**src/rtl/cmd_arb_if.sv**
```systemverilog
// cmd_arb_if
// Bundles the command-arbiter signals: the two command sources (remote, tour),
// the cmd_proc command port and the UART response path.
// modport slave  : the arbiter side (cmd_arb).
// modport master : the surrounding system (sources, cmd_proc, UART).
// Signals:
//   rmt_cmd/rmt_rdy/rmt_clr     remote command word, valid level, consumed pulse
//   tour_cmd/tour_rdy/tour_clr  tour command word, valid level, consumed pulse
//   tour_mode/tour_fin          tour in progress, tour complete pulse
//   cmd/cmd_rdy/clr_cmd_rdy     command to cmd_proc, valid level, accept
//   cmd_done/tour_ack           command finished, tour command completed pulse
//   tx_busy/resp/snd_resp       UART busy, response byte, send pulse
//   owner/busy                  current owner (1 = tour), command in flight
interface cmd_arb_if;
   logic [15:0] rmt_cmd;
   logic        rmt_rdy;
   logic        rmt_clr;
   logic [15:0] tour_cmd;
   logic        tour_rdy;
   logic        tour_clr;
   logic        tour_mode;
   logic        tour_fin;
   logic [15:0] cmd;
   logic        cmd_rdy;
   logic        clr_cmd_rdy;
   logic        cmd_done;
   logic        tour_ack;
   logic        tx_busy;
   logic [7:0]  resp;
   logic        snd_resp;
   logic        owner;
   logic        busy;

   modport slave (
      input  rmt_cmd, rmt_rdy, tour_cmd, tour_rdy, tour_mode, tour_fin,
             clr_cmd_rdy, cmd_done, tx_busy,
      output rmt_clr, tour_clr, cmd, cmd_rdy, tour_ack, resp, snd_resp,
             owner, busy
   );

   modport master (
      output rmt_cmd, rmt_rdy, tour_cmd, tour_rdy, tour_mode, tour_fin,
             clr_cmd_rdy, cmd_done, tx_busy,
      input  rmt_clr, tour_clr, cmd, cmd_rdy, tour_ack, resp, snd_resp,
             owner, busy
   );
endinterface

```
**src/rtl/cmd_arb.sv**
```systemverilog
// cmd_arb
// Arbitrates between the remote command path and the tour command generator
// for the single cmd_proc command port. One command is latched at a time,
// its completion is tracked with a timeout guard, and completions are routed
// to the owner: remote completions and timeouts become ACK/NAK response bytes,
// tour completions become tour_ack pulses. tour_fin also queues an ACK.
// Response bytes pass through a 2-entry FIFO toward the UART.
// Ports:
//   clk    system clock
//   rst_n  synchronous active-low reset
//   bus    cmd_arb_if.slave (see cmd_arb_if.sv for the signal list)
// Parameters:
//   TMO_W  timeout counter width; timeout fires at count 2^TMO_W-1
//   ACK    positive-acknowledge byte
//   NAK    negative-acknowledge (timeout) byte
module cmd_arb #(
   parameter int          TMO_W = 24,
   parameter logic [7:0]  ACK   = 8'hA5,
   parameter logic [7:0]  NAK   = 8'h5A
) (
   input  logic      clk,
   input  logic      rst_n,
   cmd_arb_if.slave  bus
);

   typedef enum logic [1:0] {IDLE, ISSUE, WAIT_DONE, COMPLETE} state_t;

   // Counter value during the last WAIT_DONE cycle: the count reaches
   // all-ones on the same edge that moves the FSM to COMPLETE.
   localparam logic [TMO_W-1:0] TMO_LAST = ~TMO_W'(1);

   state_t            state, state_nxt;
   logic              grant_rmt, grant_tour;
   logic [TMO_W-1:0]  tmo_cnt;
   logic              done_ok;
   logic [15:0]       cmd_q;
   logic              owner_q;
   logic              rmt_clr_q, tour_clr_q;
   logic              snd_prev;
   logic              snd_now;
   logic              push_cmp;
   logic [7:0]        cmp_byte;
   logic [7:0]        q0, q1, q0_nxt, q1_nxt;
   logic [1:0]        q_cnt, q_cnt_nxt;

   // State register.
   always_ff @(posedge clk) begin
      if (!rst_n) state <= IDLE;
      else        state <= state_nxt;
   end

   // Next-state and grant decision. In tour mode only the tour source is
   // served; a pending remote request simply waits for tour_mode to drop.
   always_comb begin
      state_nxt  = state;
      grant_rmt  = 1'b0;
      grant_tour = 1'b0;
      case (state)
         IDLE: begin
            if (bus.tour_mode) begin
               if (bus.tour_rdy) grant_tour = 1'b1;
            end else if (bus.rmt_rdy) begin
               grant_rmt = 1'b1;
            end else if (bus.tour_rdy) begin
               grant_tour = 1'b1;
            end
            if (grant_rmt || grant_tour) state_nxt = ISSUE;
         end
         ISSUE:     if (bus.clr_cmd_rdy) state_nxt = WAIT_DONE;
         WAIT_DONE: if (bus.cmd_done || tmo_cnt == TMO_LAST) state_nxt = COMPLETE;
         COMPLETE:  state_nxt = IDLE;
         default:   state_nxt = IDLE;
      endcase
   end

   // Command latch, owner, consume pulses, timeout counter and completion
   // status. done_ok follows cmd_done throughout WAIT_DONE so it holds the
   // reason for leaving (done vs timeout) while in COMPLETE.
   always_ff @(posedge clk) begin
      if (!rst_n) begin
         cmd_q      <= '0;
         owner_q    <= 1'b0;
         rmt_clr_q  <= 1'b0;
         tour_clr_q <= 1'b0;
         tmo_cnt    <= '0;
         done_ok    <= 1'b0;
      end else begin
         rmt_clr_q  <= grant_rmt;
         tour_clr_q <= grant_tour;
         if (grant_rmt) begin
            cmd_q   <= bus.rmt_cmd;
            owner_q <= 1'b0;
         end else if (grant_tour) begin
            cmd_q   <= bus.tour_cmd;
            owner_q <= 1'b1;
         end
         tmo_cnt <= (state == WAIT_DONE) ? tmo_cnt + 1'b1 : '0;
         if (state == WAIT_DONE) done_ok <= bus.cmd_done;
      end
   end

   // Response FIFO next-state: pop first, then the COMPLETE byte, then the
   // tour_fin ACK. Bytes arriving with no free slot are dropped.
   always_comb begin
      q0_nxt    = q0;
      q1_nxt    = q1;
      q_cnt_nxt = q_cnt;
      if (snd_now) begin
         q0_nxt    = q1;
         q_cnt_nxt = q_cnt - 1'b1;
      end
      if (push_cmp && q_cnt_nxt != 2'd2) begin
         if (q_cnt_nxt == 2'd0) q0_nxt = cmp_byte;
         else                   q1_nxt = cmp_byte;
         q_cnt_nxt = q_cnt_nxt + 1'b1;
      end
      if (bus.tour_fin && q_cnt_nxt != 2'd2) begin
         if (q_cnt_nxt == 2'd0) q0_nxt = ACK;
         else                   q1_nxt = ACK;
         q_cnt_nxt = q_cnt_nxt + 1'b1;
      end
   end

   // Response FIFO storage and send spacing (no back-to-back snd_resp).
   always_ff @(posedge clk) begin
      if (!rst_n) begin
         q0       <= '0;
         q1       <= '0;
         q_cnt    <= '0;
         snd_prev <= 1'b0;
      end else begin
         q0       <= q0_nxt;
         q1       <= q1_nxt;
         q_cnt    <= q_cnt_nxt;
         snd_prev <= snd_now;
      end
   end

   // Tour-owned successful completions are answered with tour_ack instead
   // of a byte; every other completion (remote ok, any timeout) queues one.
   assign push_cmp = (state == COMPLETE) && !(owner_q && done_ok);
   assign cmp_byte = done_ok ? ACK : NAK;
   assign snd_now  = (q_cnt != 2'd0) && !bus.tx_busy && !snd_prev;

   assign bus.cmd      = cmd_q;
   assign bus.cmd_rdy  = (state == ISSUE);
   assign bus.rmt_clr  = rmt_clr_q;
   assign bus.tour_clr = tour_clr_q;
   assign bus.tour_ack = (state == COMPLETE) && owner_q && done_ok;
   assign bus.resp     = (q_cnt != 2'd0) ? q0 : 8'h00;
   assign bus.snd_resp = snd_now;
   assign bus.owner    = owner_q;
   assign bus.busy     = (state != IDLE);

endmodule

```
**src/flat_wrapper.sv**
```systemverilog
// flat-port wrapper written by rule: the top's interface ports become plain ports
module cmd_arb_flat 
#(
   parameter int          TMO_W = 24,
   parameter logic [7:0]  ACK   = 8'hA5,
   parameter logic [7:0]  NAK   = 8'h5A
)
  (clk, rst_n, bus_rmt_cmd, bus_rmt_rdy, bus_tour_cmd, bus_tour_rdy, bus_tour_mode, bus_tour_fin, bus_clr_cmd_rdy, bus_cmd_done, bus_tx_busy, bus_rmt_clr, bus_tour_clr, bus_cmd, bus_cmd_rdy, bus_tour_ack, bus_resp, bus_snd_resp, bus_owner, bus_busy);
  cmd_arb_if bus_i ();
  input  logic clk;
  input  logic rst_n;
  input wire logic [$bits(bus_i.rmt_cmd)-1:0] bus_rmt_cmd;
  input wire logic [$bits(bus_i.rmt_rdy)-1:0] bus_rmt_rdy;
  input wire logic [$bits(bus_i.tour_cmd)-1:0] bus_tour_cmd;
  input wire logic [$bits(bus_i.tour_rdy)-1:0] bus_tour_rdy;
  input wire logic [$bits(bus_i.tour_mode)-1:0] bus_tour_mode;
  input wire logic [$bits(bus_i.tour_fin)-1:0] bus_tour_fin;
  input wire logic [$bits(bus_i.clr_cmd_rdy)-1:0] bus_clr_cmd_rdy;
  input wire logic [$bits(bus_i.cmd_done)-1:0] bus_cmd_done;
  input wire logic [$bits(bus_i.tx_busy)-1:0] bus_tx_busy;
  output wire logic [$bits(bus_i.rmt_clr)-1:0] bus_rmt_clr;
  output wire logic [$bits(bus_i.tour_clr)-1:0] bus_tour_clr;
  output wire logic [$bits(bus_i.cmd)-1:0] bus_cmd;
  output wire logic [$bits(bus_i.cmd_rdy)-1:0] bus_cmd_rdy;
  output wire logic [$bits(bus_i.tour_ack)-1:0] bus_tour_ack;
  output wire logic [$bits(bus_i.resp)-1:0] bus_resp;
  output wire logic [$bits(bus_i.snd_resp)-1:0] bus_snd_resp;
  output wire logic [$bits(bus_i.owner)-1:0] bus_owner;
  output wire logic [$bits(bus_i.busy)-1:0] bus_busy;
  assign bus_i.rmt_cmd = bus_rmt_cmd;
  assign bus_i.rmt_rdy = bus_rmt_rdy;
  assign bus_i.tour_cmd = bus_tour_cmd;
  assign bus_i.tour_rdy = bus_tour_rdy;
  assign bus_i.tour_mode = bus_tour_mode;
  assign bus_i.tour_fin = bus_tour_fin;
  assign bus_i.clr_cmd_rdy = bus_clr_cmd_rdy;
  assign bus_i.cmd_done = bus_cmd_done;
  assign bus_i.tx_busy = bus_tx_busy;
  assign bus_rmt_clr = bus_i.rmt_clr;
  assign bus_tour_clr = bus_i.tour_clr;
  assign bus_cmd = bus_i.cmd;
  assign bus_cmd_rdy = bus_i.cmd_rdy;
  assign bus_tour_ack = bus_i.tour_ack;
  assign bus_resp = bus_i.resp;
  assign bus_snd_resp = bus_i.snd_resp;
  assign bus_owner = bus_i.owner;
  assign bus_busy = bus_i.busy;
  cmd_arb #(.TMO_W(TMO_W), .ACK(ACK), .NAK(NAK)) u_core (.clk(clk), .rst_n(rst_n), .bus(bus_i));
endmodule
```
**config.mk**
```make
export PLATFORM = sky130hd
export DESIGN_NAME = cmd_arb_flat
export DESIGN_NICKNAME = d
export VERILOG_FILES = /design/src/rtl/cmd_arb_if.sv /design/src/rtl/cmd_arb.sv /design/src/flat_wrapper.sv
export SDC_FILE = /design/constraint.sdc
export NUM_CORES = 1
export LEC_CHECK = 0
export ABC_AREA = 1
export BUFFER_PORTS_ARGS = -buffer_cell sky130_fd_sc_hd__buf_2
export CAP_MARGIN = 20
export CORE_MARGIN = 2
export CORE_UTILIZATION = 54
export CTS_CLUSTER_SIZE = 28
export DETAILED_ROUTE_END_ITERATION = 10
export GPL_TIMING_DRIVEN = 0
export PLACE_DENSITY = 0.78
export SETUP_SLACK_MARGIN = 0.05
export SLEW_MARGIN = 20
export SYNTH_ARGS = -nofsm -noshare
export SYNTH_HDL_FRONTEND = slang
export SYNTH_SLANG_ARGS = --single-unit
export TNS_END_PERCENT = 50
```
**constraint.sdc**
```tcl
create_clock -name clk -period 4.02 [get_ports clk]
set_input_delay 0.603 -clock clk [delete_from_list [all_inputs] [get_ports clk]]
set_output_delay 0.603 -clock clk [all_outputs]
set_load 0.02 [all_outputs]
```
==> results of run 1 <==
-- layout make-up --
type / count / share of cell area
multi-input combinational: 322 / 0.427
clock buffer: 14 / 0.0438
sequential: 65 / 0.330
buffer: 12 / 0.0174
clock inverter: 2 / 0.00888
timing repair buffer: 70 / 0.0888
inverter: 64 / 0.0609
tap: 75 / 0.0238
-- path summary, 6_finish.rpt --
kind                        to  cells past startpoint       startpoint
setup / recovery  u_core.q1[3]                     20  u_core.q_cnt[0]
hold / removal    u_core.q1[0]                      2     u_core.q1[0]
setup reg to reg  u_core.q1[3]                     20  u_core.q_cnt[0]
hold reg to reg   u_core.q1[0]                      2     u_core.q1[0]
-- where the power goes --
| part | internal (W) | leakage [nW] | total (W) | switching [W] |
|---|---|---|---|---|
| Combinational | 0.000348 | 1.17 | 0.000979 | 0.000631 |
| Sequential | 0.000774 | 0.531 | 0.000845 | 0.0000708 |
| Clock | 0.000337 | 0.107 | 0.000571 | 0.000234 |
-- cells in the final DEF (no fill, tap or decap), types with 3 or more instances in the layout --
cell        n
nor2_1     63
dfxtp_1    65
xnor2_1     4
clkbuf_1    5
nand3_1    22
nand2_2    10
a21oi_1    20
o21ai_0    26
nand4_1     7
a31oi_1    16
inv_1      59
o211ai_1    4
nor2_4      4
buf_2      77
nor3_1      5
clkbuf_8   12
nand2_1   108
inv_2       3
nand3_2     8
ha_1       10
-- cell usage after synthesis (3+ instances only) --
master | n | area, um^2
nand2_1 | 108 | 405
dfxtp_1 | 65 | 1300
nor2_1 | 63 | 236
inv_1 | 59 | 221
o21ai_0 | 26 | 130
nand3_1 | 22 | 110
a21oi_1 | 20 | 100
a31oi_1 | 16 | 100
ha_1 | 10 | 125
nand2_2 | 10 | 62.6
nand3_2 | 8 | 80.1
buf_2 | 7 | 35.0
nand4_1 | 7 | 43.8
nor3_1 | 5 | 25.0
nor2_4 | 4 | 45.0
o211ai_1 | 4 | 30.0
xnor2_1 | 4 | 35.0
clkbuf_1 | 3 | 11.3
inv_2 | 3 | 11.3
-- state kept, by name, summed over array words and instances (netlist names) --
| name | count |
|---|---|
| u_core.bus.cmd | 16 |
| u_core.bus.owner | 1 |
| u_core.bus.rmt_clr | 1 |
| u_core.bus.tour_clr | 1 |
| u_core.done_ok | 1 |
| u_core.q0 | 8 |
| u_core.q1 | 8 |
| u_core.q_cnt | 2 |
| u_core.snd_prev | 1 |
| u_core.state | 2 |
| u_core.tmo_cnt | 24 |
-- critical path, stage by stage, from the launching register on --
cell	delay, ns
dfxtp_1	0.37
inv_1	0.10
ha_1	0.21
buf_6	0.15
nor2_8	0.16
nand2_4	0.09
nand2_2	0.09
nand2_2	0.08
ha_1	0.25
nor2_4	0.20
nand3_2	0.14
xnor2_1	0.22
inv_1	0.07
ha_1	0.18
nor2_1	0.26
inv_1	0.11
or2_2	0.28
nand2_1	0.08
inv_2	0.06
nand2_2	0.08
nor2_1	0.05
-- through the flow --
stage	cell area [um^2]	hold WS, ns	utilization
after floorplan	3290	0.439	-
after global placement	3740	0.453	0.631
after detailed placement	3740	0.457	0.631
after CTS	3950	0.467	0.666
after global routing	3950	0.492	0.666
final	3950	0.465	0.666
-- metal layers --
| metal | wire length (um) | up-vias | share of wire |
|---|---|---|---|
| met3 | 479 | 7 | 0.068 |
| met1 | 3320 | 1378 | 0.47 |
| met2 | 3140 | 95 | 0.45 |
| li1 | - | 1649 | - |
| met4 | 79 | 0 | 0.011 |
| met5 | 0 | - | 0 |
-- cells by family (layout without fill, tap and decap cells) --
| family | count (synthesis) | in the layout | share of synthesized area |
|---|---|---|---|
| and+or+nand+nor | 237 | 237 | 0.342 |
| buffers and inverters | 76 | 162 | 0.0938 |
| AOI/OAI and AO/OA | 70 | 70 | 0.117 |
| DFF | 65 | 65 | 0.395 |
| adders and majority gates | 10 | 10 | 0.0380 |
| xor gates and xnor gates | 5 | 5 | 0.0133 |
==> impl_metrics.json, run 1 <==
{
  "ant_nets": 0,
  "drive_above_1_share": 0.230,
  "grt_max_degree": 11,
  "crit_path_start_kind": "register",
  "cp.arrival_ns": 3.57,
  "yosys_register_bits": 65,
  "syn-mean-instance-area_um2": 7.11,
  "crit_required_ns": 4.25,
  "async_flop_share": 0,
  "io_pins": 72,
  "period_share": 0.830,
  "synth-seq-area-share": 0.395,
  "clock_latency_ns": 0.34,
  "synth_ff_type": "dfxtp_1",
  "nNetsFinal": 595,
  "r2r_slack_ns": 0.68,
  "cts.sinks": 65,
  "cts-resized-gates": 0,
  "cts_setup_buffers": 0,
  "maxCapViolations": 0,
  "diodes": 0,
  "synth_edf_count": 0,
  "hold_viol": 0,
  "relSlewSlack": 0.685,
  "drc_errors": 0,
  "cts_tree": "done",
  "setup_tns_ns": 0,
  "gr-usage-met3": 0.0652,
  "status": "complete, no violations",
  "synth_area_um2": 3290,
  "worst-path-max-fanout": 9,
  "ys_types": 33,
  "rsz0062_at_grt": "no",
  "dr.pass1.iters": 4,
  "synth_fp_nets": 514,
  "routedWlPerCell_um": 11.3,
  "fin_crit_ns": 3.34,
  "finalSetupViolations": 0,
  "clk_pin_slew_ns": 0.07,
  "cts_buffer_depth": 2,
  "crit_type": "reg -> reg",
  "cts_root_buffer": "clkbuf_8",
  "regArea_um2": 1300,
  "drt_iter0_markers": 156,
  "fillers": 526,
  "met1_usage": 0.288,
  "hp-class": "reg -> reg",
  "core-area_um2": 5920,
  "fin_worst_skew_ns": 0.00568,
  "syn_inst": 463,
  "p_per_area_nw_per_um2": 607,
  "place_ws_ns": 0.720,
  "dieArea_um2": 6740,
  "p_leak_nw": 1.80,
  "track_usage": 0.229,
  "gr-total-overflow": 0,
  "portBuffers": 70,
  "dp_hpwl_um": 5360,
  "antenna_found_initial": 0,
  "die_width_um": 82.1,
  "start_util": 0.556,
  "slew_violations": 0,
  "p_total_w": 0.00240,
  "avgViaCountPerCell": 5.01,
  "totalWireLength_um": 7020,
  "synth_warnings": 0,
  "multiInputGateArea_um2": 1680,
  "ir_drop_uv": 352,
  "num_vias": 3129,
  "gp_congestion": 0.919,
  "area_growth_pct": 19.8,
  "htree_num_levels": 3,
  "fin_ws_ns": 0.682,
  "end_kind": "register",
  "grt.met2_usage": 0.372,
  "fin_cells": 624,
  "tightest_slew_ns": 0.472,
  "fmax_mhz": 300,
  "grt_busiest_layer": "met2",
  "first_global_vias": 2837,
  "die-height_um": 82.1,
  "grt_pass1_wl_um": 12000,
  "cts_buffers": 9,
  "post-place-cells": 608,
  "holdBufCountCts": 0,
  "row_count": 28
}
Note: power is estimated with default switching activity, not from simulation.
==> inputs of run 2 (changes only) <==
==> constraint.sdc (replaced) <==
create_clock -name clk -period 3.1 [get_ports clk]
set_input_delay 0.465 -clock clk [delete_from_list [all_inputs] [get_ports clk]]
set_output_delay 0.465 -clock clk [all_outputs]
set_load 0.02 [all_outputs]
==> run 2 against run 1 <==
Against the previous run:
- sequential power increased by 30%
- first-iteration DRC count grew 15%
- cell count grew 0.64%
- clock power rose by 30%
- wire length up 2.2%
- die area stayed put
- total power is 34% higher
- critical path type unchanged
==> impl_metrics.json, run 2 (synthesis gave the netlist of run 1 again) <==
{
  "cts.sinks": 65,
  "multiInputGateArea_um2": 1730,
  "largest-register": "u_core.tmo_cnt",
  "clk_pin_slew_ns": 0.07,
  "dp_hpwl_um": 5360,
  "fin_cells": 628,
  "area_growth_pct": 22.0,
  "drive_above_1_share": 0.248,
  "drt_iter0_markers": 180,
  "fmax_mhz": 349,
  "avgViaCountPerCell": 5.04,
  "row_count": 28,
  "ir_drop_uv": 462,
  "fin_worst_skew_ns": 0.00576,
  "drc_errors": 0,
  "gp_congestion": 0.919,
  "final_common_cell": "nand2_1",
  "cp.arrival_ns": 3.11,
  "grt_max_degree": 11,
  "largest_reg_flops": 24,
  "htree_num_levels": 3,
  "core-area_um2": 5920,
  "slew_violations": 0,
  "top_layer": "met4",
  "grt_pass1_wl_um": 12100,
  "fin_util": 0.679,
  "crit_required_ns": 3.34,
  "track_usage": 0.231,
  "met3RoutedLength_um": 418,
  "gr-total-overflow": 0,
  "cts_buffers": 9,
  "ant_nets": 0,
  "p_per_area_nw_per_um2": 799,
  "worst-path-max-fanout": 9,
  "dr_wl_met2_um": 3270,
  "maxCapViolations": 0,
  "finalSetupViolations": 0,
  "start_util": 0.556,
  "p_leak_nw": 1.84,
  "fin_crit_ns": 2.87,
  "relSlewSlack": 0.685,
  "io_pins": 72,
  "end_kind": "register",
  "regArea_um2": 1300,
  "diodes": 0,
  "cts_buffer_depth": 2,
  "status": "complete, no violations",
  "hp-class": "in -> reg",
  "crit_type": "reg -> reg",
  "met1_length_um": 3430,
  "num_vias": 3165,
  "cts_root_buffer": "clkbuf_8",
  "final_cell_mix": "nand2_1, buf_2, dfxtp_1",
  "cts_tree": "done",
  "clock_latency_ns": 0.34,
  "totalWireLength_um": 7170,
  "die_width_um": 82.1,
  "first_global_vias": 2858,
  "hold_viol": 0,
  "holdBufCountCts": 0,
  "antenna_found_initial": 0,
  "crit_path_start_kind": "register",
  "period_share": 0.926,
  "post-place-cells": 608,
  "fillers": 519,
  "dieArea_um2": 6740,
  "die-height_um": 82.1,
  "routedWlPerCell_um": 11.4,
  "portBuffers": 70,
  "dr.pass1.iters": 5,
  "nNetsFinal": 599,
  "rsz0062_at_grt": "no",
  "tightest_slew_ns": 0.472
}
run 2: changes by cell type in the layout (fill, tap and decap cells not counted), moves of 2 or more:
| cell | previous run | this run |
|---|---|---|
| nand2_4 | 2 | 4 |
| ha_1 | 10 | 8 |
| buf_4 | 0 | 4 |
| nand2_2 | 10 | 8 |
| ha_2 | 0 | 2 |
run 2: repair_timing:
item                       in CTS  in global routing
setup endpoints to repair      12                  8
pin swaps                       2                  3
buffers inserted                2                  2
resized for setup               5                  6
run 2: routing by layer:
layer,GRT usage,vias to the layer above
met3,0.0663,5
met5,0,-
met1,0.289,1414
met4,0.0933,0
li1,-,1662
met2,0.376,84
run 2: final cells by class:
type / count / area share
clock buffer: 14 / 0.0430
inverter: 64 / 0.0598
clock inverter: 2 / 0.00872
timing repair buffer: 74 / 0.0946
buffer: 12 / 0.0171
sequential: 65 / 0.324
multi-input combinational: 322 / 0.429
tap: 75 / 0.0233
run 2: per-stage QoR:
step	power, W	cell area, um^2	setup TNS, ns	hold slack (ns)	setup WS, ns
6_report	0.00321	4020	0	0.382	0.231
5_1_grt	0.00344	4020	0	0.385	0.0553
4_1_cts	0.00316	3980	0	0.374	0.0590
3_5_place_dp	0.00238	3740	-1.33	0.457	-0.200
3_3_place_gp	0.00233	3740	-0.713	0.453	-0.118
2_1_floorplan	0.00206	3290	0	0.439	0.112
run 2: critical path, stage by stage (launching register included):
cell and delay [ns]:
dfxtp_2 0.35, inv_2 0.06, ha_1 0.20, buf_6 0.15
nor2_8 0.13, nand2_4 0.10, nand2_4 0.09, nand2_2 0.09
ha_2 0.22, nor2_4 0.12, nand3_4 0.11, xnor2_2 0.16
inv_1 0.06, ha_2 0.18, nor2_4 0.10, inv_1 0.08
or2_2 0.28, nand2_1 0.08, inv_2 0.06, nand2_2 0.09
nor2_1 0.05
run 2: worst paths after layout:
| kind | startpoint | endpoint | slack (ns) | depth (start not counted) |
|---|---|---|---|---|
| setup / recovery | u_core.q_cnt[0] | u_core.q1[3] | 0.23 | 20 |
| hold / removal | bus_tour_cmd[7] | u_core.bus.cmd[7] | 0.38 | 3 |
| setup reg to reg | u_core.q_cnt[0] | u_core.q1[3] | 0.23 | 20 |
| hold reg to reg | u_core.q1[0] | u_core.q1[0] | 0.46 | 2 |
run 2: report_power, final:
group	internal [W]	switching, W
registers	0.00101	0.0000921
clock network	0.000437	0.000308
logic	0.000505	0.000862
total	0.00195	0.00126
==> inputs of run 3 (changes only) <==
--- a/config.mk
+++ b/config.mk
@@ -9,11 +9,12 @@
 export BUFFER_PORTS_ARGS = -buffer_cell sky130_fd_sc_hd__buf_2
 export CAP_MARGIN = 20
 export CORE_MARGIN = 2
-export CORE_UTILIZATION = 54
+export CORE_UTILIZATION = 56
+export CTS_BUF_LIST = sky130_fd_sc_hd__clkbuf_8
 export CTS_CLUSTER_SIZE = 28
 export DETAILED_ROUTE_END_ITERATION = 10
 export GPL_TIMING_DRIVEN = 0
-export PLACE_DENSITY = 0.78
+export PLACE_DENSITY = 0.81
 export SETUP_SLACK_MARGIN = 0.05
 export SLEW_MARGIN = 20
 export SYNTH_ARGS = -nofsm -noshare
==> run 3 against run 2 <==
Against the previous run:
- setup slack improved by 0.0012 ns
- total power increased by 2.3%
- count of clock-buffer cells in the layout is 4 lower
- die area is 3.4% lower
- sequential power hardly changed
- non-clock buffer count stayed put
==> impl_metrics.json, run 3 (synthesis gave the netlist of run 1 again) <==
{
  "status": "complete, no violations",
  "max_stage_delay_ns": 0.37,
  "slowest_stage": "dfxtp_2",
  "start_util": 0.587,
  "cts_buffer_depth": 2,
  "final_cell_mix": "nand2_1, buf_2, dfxtp_1",
  "io_pins": 72,
  "core-area_um2": 5610,
  "die_width_um": 80.7,
  "totalWireLength_um": 7660,
  "r2r_start": "u_core.q_cnt[0]",
  "first_global_vias": 2899,
  "r2r-end": "u_core.q1[1]",
  "antenna_found_initial": 0,
  "die-height_um": 80.7,
  "nNetsFinal": 599,
  "ir_drop_uv": 510,
  "dp_hpwl_um": 5480,
  "drc_errors": 0,
  "cts_root_buffer": "clkbuf_8",
  "post-place-cells": 605,
  "maxCapViolations": 0,
  "grt_pass1_wl_um": 12400,
  "p_leak_nw": 1.84,
  "relSlewSlack": 0.665,
  "period_share": 0.925,
  "fin_util": 0.717,
  "cts.sinks": 65,
  "cp.arrival_ns": 3.10,
  "whs_path_depth": 3,
  "tightest_slew_ns": 0.502,
  "largest_reg_flops": 24,
  "cp_cell_sequence": "inv_2, ha_2, buf_6, nor2_8, nand2_4, nand2_4, nand2_2, ha_4, nor2_4, nand3_4, xnor2_2, buf_4, buf_4, ha_1, or2_2, nand2_1, inv_2, nand2_2, nor2_1",
  "setup_tns_ns": 0,
  "avgViaCountPerCell": 5.18,
  "gp_congestion": 0.932,
  "cts_tree": "done",
  "fin_worst_skew_ns": 0.00935,
  "hp-class": "in -> reg",
  "dieArea_um2": 6510,
  "clk_pin_slew_ns": 0.07,
  "rsz0062_at_grt": "no",
  "largest-register": "u_core.tmo_cnt",
  "crit_type": "reg -> reg",
  "ant_nets": 0,
  "fmax_mhz": 349,
  "num_vias": 3230,
  "met1_length_um": 3430,
  "reg2reg_depth": 19,
  "end_kind": "register",
  "met3RoutedLength_um": 494,
  "area_growth_pct": 22.2,
  "crit_required_ns": 3.33,
  "crit_path_start_kind": "register",
  "worst-path-max-fanout": 9,
  "fin_crit_ns": 2.87,
  "clock_latency_ns": 0.34,
  "grt_max_degree": 11,
  "holdBufCountCts": 0,
  "gr-total-overflow": 0,
  "cts_buffers": 9,
  "row_count": 27,
  "dr_wl_met2_um": 3570,
  "final_common_cell": "nand2_1",
  "finalSetupViolations": 0,
  "diodes": 0,
  "portBuffers": 70,
  "fin_cells": 624,
  "track_usage": 0.246,
  "routedWlPerCell_um": 12.3,
  "p_per_area_nw_per_um2": 817,
  "r2r_slack_ns": 0.23,
  "dr.pass1.iters": 4,
  "holdCritStartpoint": "bus_cmd_done",
  "slew_violations": 0,
  "hold_viol": 0,
  "worstHoldEndpoint": "u_core.done_ok",
  "htree_num_levels": 3,
  "drive_above_1_share": 0.245,
  "drt_iter0_markers": 211,
  "top_layer": "met4",
  "worst_hold_slack_ns": 0.380
}
==> run 3: final cells by class <==
class / count / area, um^2
plain buffers: 12 / 68.8
clock buffers: 10 / 138
repair buffers: 74 / 380
clock inverters: 5 / 72.6
fillers: 465 / 1590
well taps: 72 / 90.1
inverters: 64 / 240
multi-input cells: 322 / 1730
flip-flops and latches: 65 / 1300
==> run 3: where the power goes <==
group,switching (W),internal (W)
combinational,0.000893,0.000525
clock,0.000306,0.000463
sequential,0.0000930,0.00101
total,0.00129,0.00199
==> run 3: worst max-delay path by stage <==
stage	from	to	slack [ns]	cells past startpoint
2_1_floorplan	u_core.q_cnt[0]	u_core.q1[1]	0.11	20
3_3_place_gp	u_core.q_cnt[0]	u_core.q1[4]	-0.11	20
3_5_place_dp	u_core.q_cnt[0]	u_core.q1[1]	-0.21	20
4_1_cts	u_core.q_cnt[0]	u_core.q1[1]	0.08	20
5_1_grt	u_core.q_cnt[0]	u_core.q1[4]	0.01	20
6_report	u_core.q_cnt[0]	u_core.q1[1]	0.23	19
==> run 3: timing repair <==
action	CTS	global route
setup endpoints to repair	12	8
pin swaps	2	3
setup buffers	2	2
gates resized for setup	6	5
==> run 3: critical path: cells and delay by family (launching register included) <==
kind                       cells  cell delay (ns)
xor gates and xnor gates       1             0.15
DFF                            1             0.37
adders and majority gates      3             0.55
buffers and inverters          5             0.52
and+or+nand+nor               10             1.15
==> run 3: metrics by stage <==
step,worst slack (ns),area (um^2),power (W)
global route,0.0111,4020,0.00352
CTS,0.0850,3980,0.00321
finish,0.232,4020,0.00328
floorplan,0.112,3290,0.00206
global placement,-0.110,3730,0.00234
detailed placement,-0.215,3730,0.00238
==> run 3: routing by layer <==
metal  up-vias  global-route usage
li1       1649                   -
met1      1450               0.308
met2       117               0.400
met3        14              0.0506
met4         0               0.122
met5         -                   0
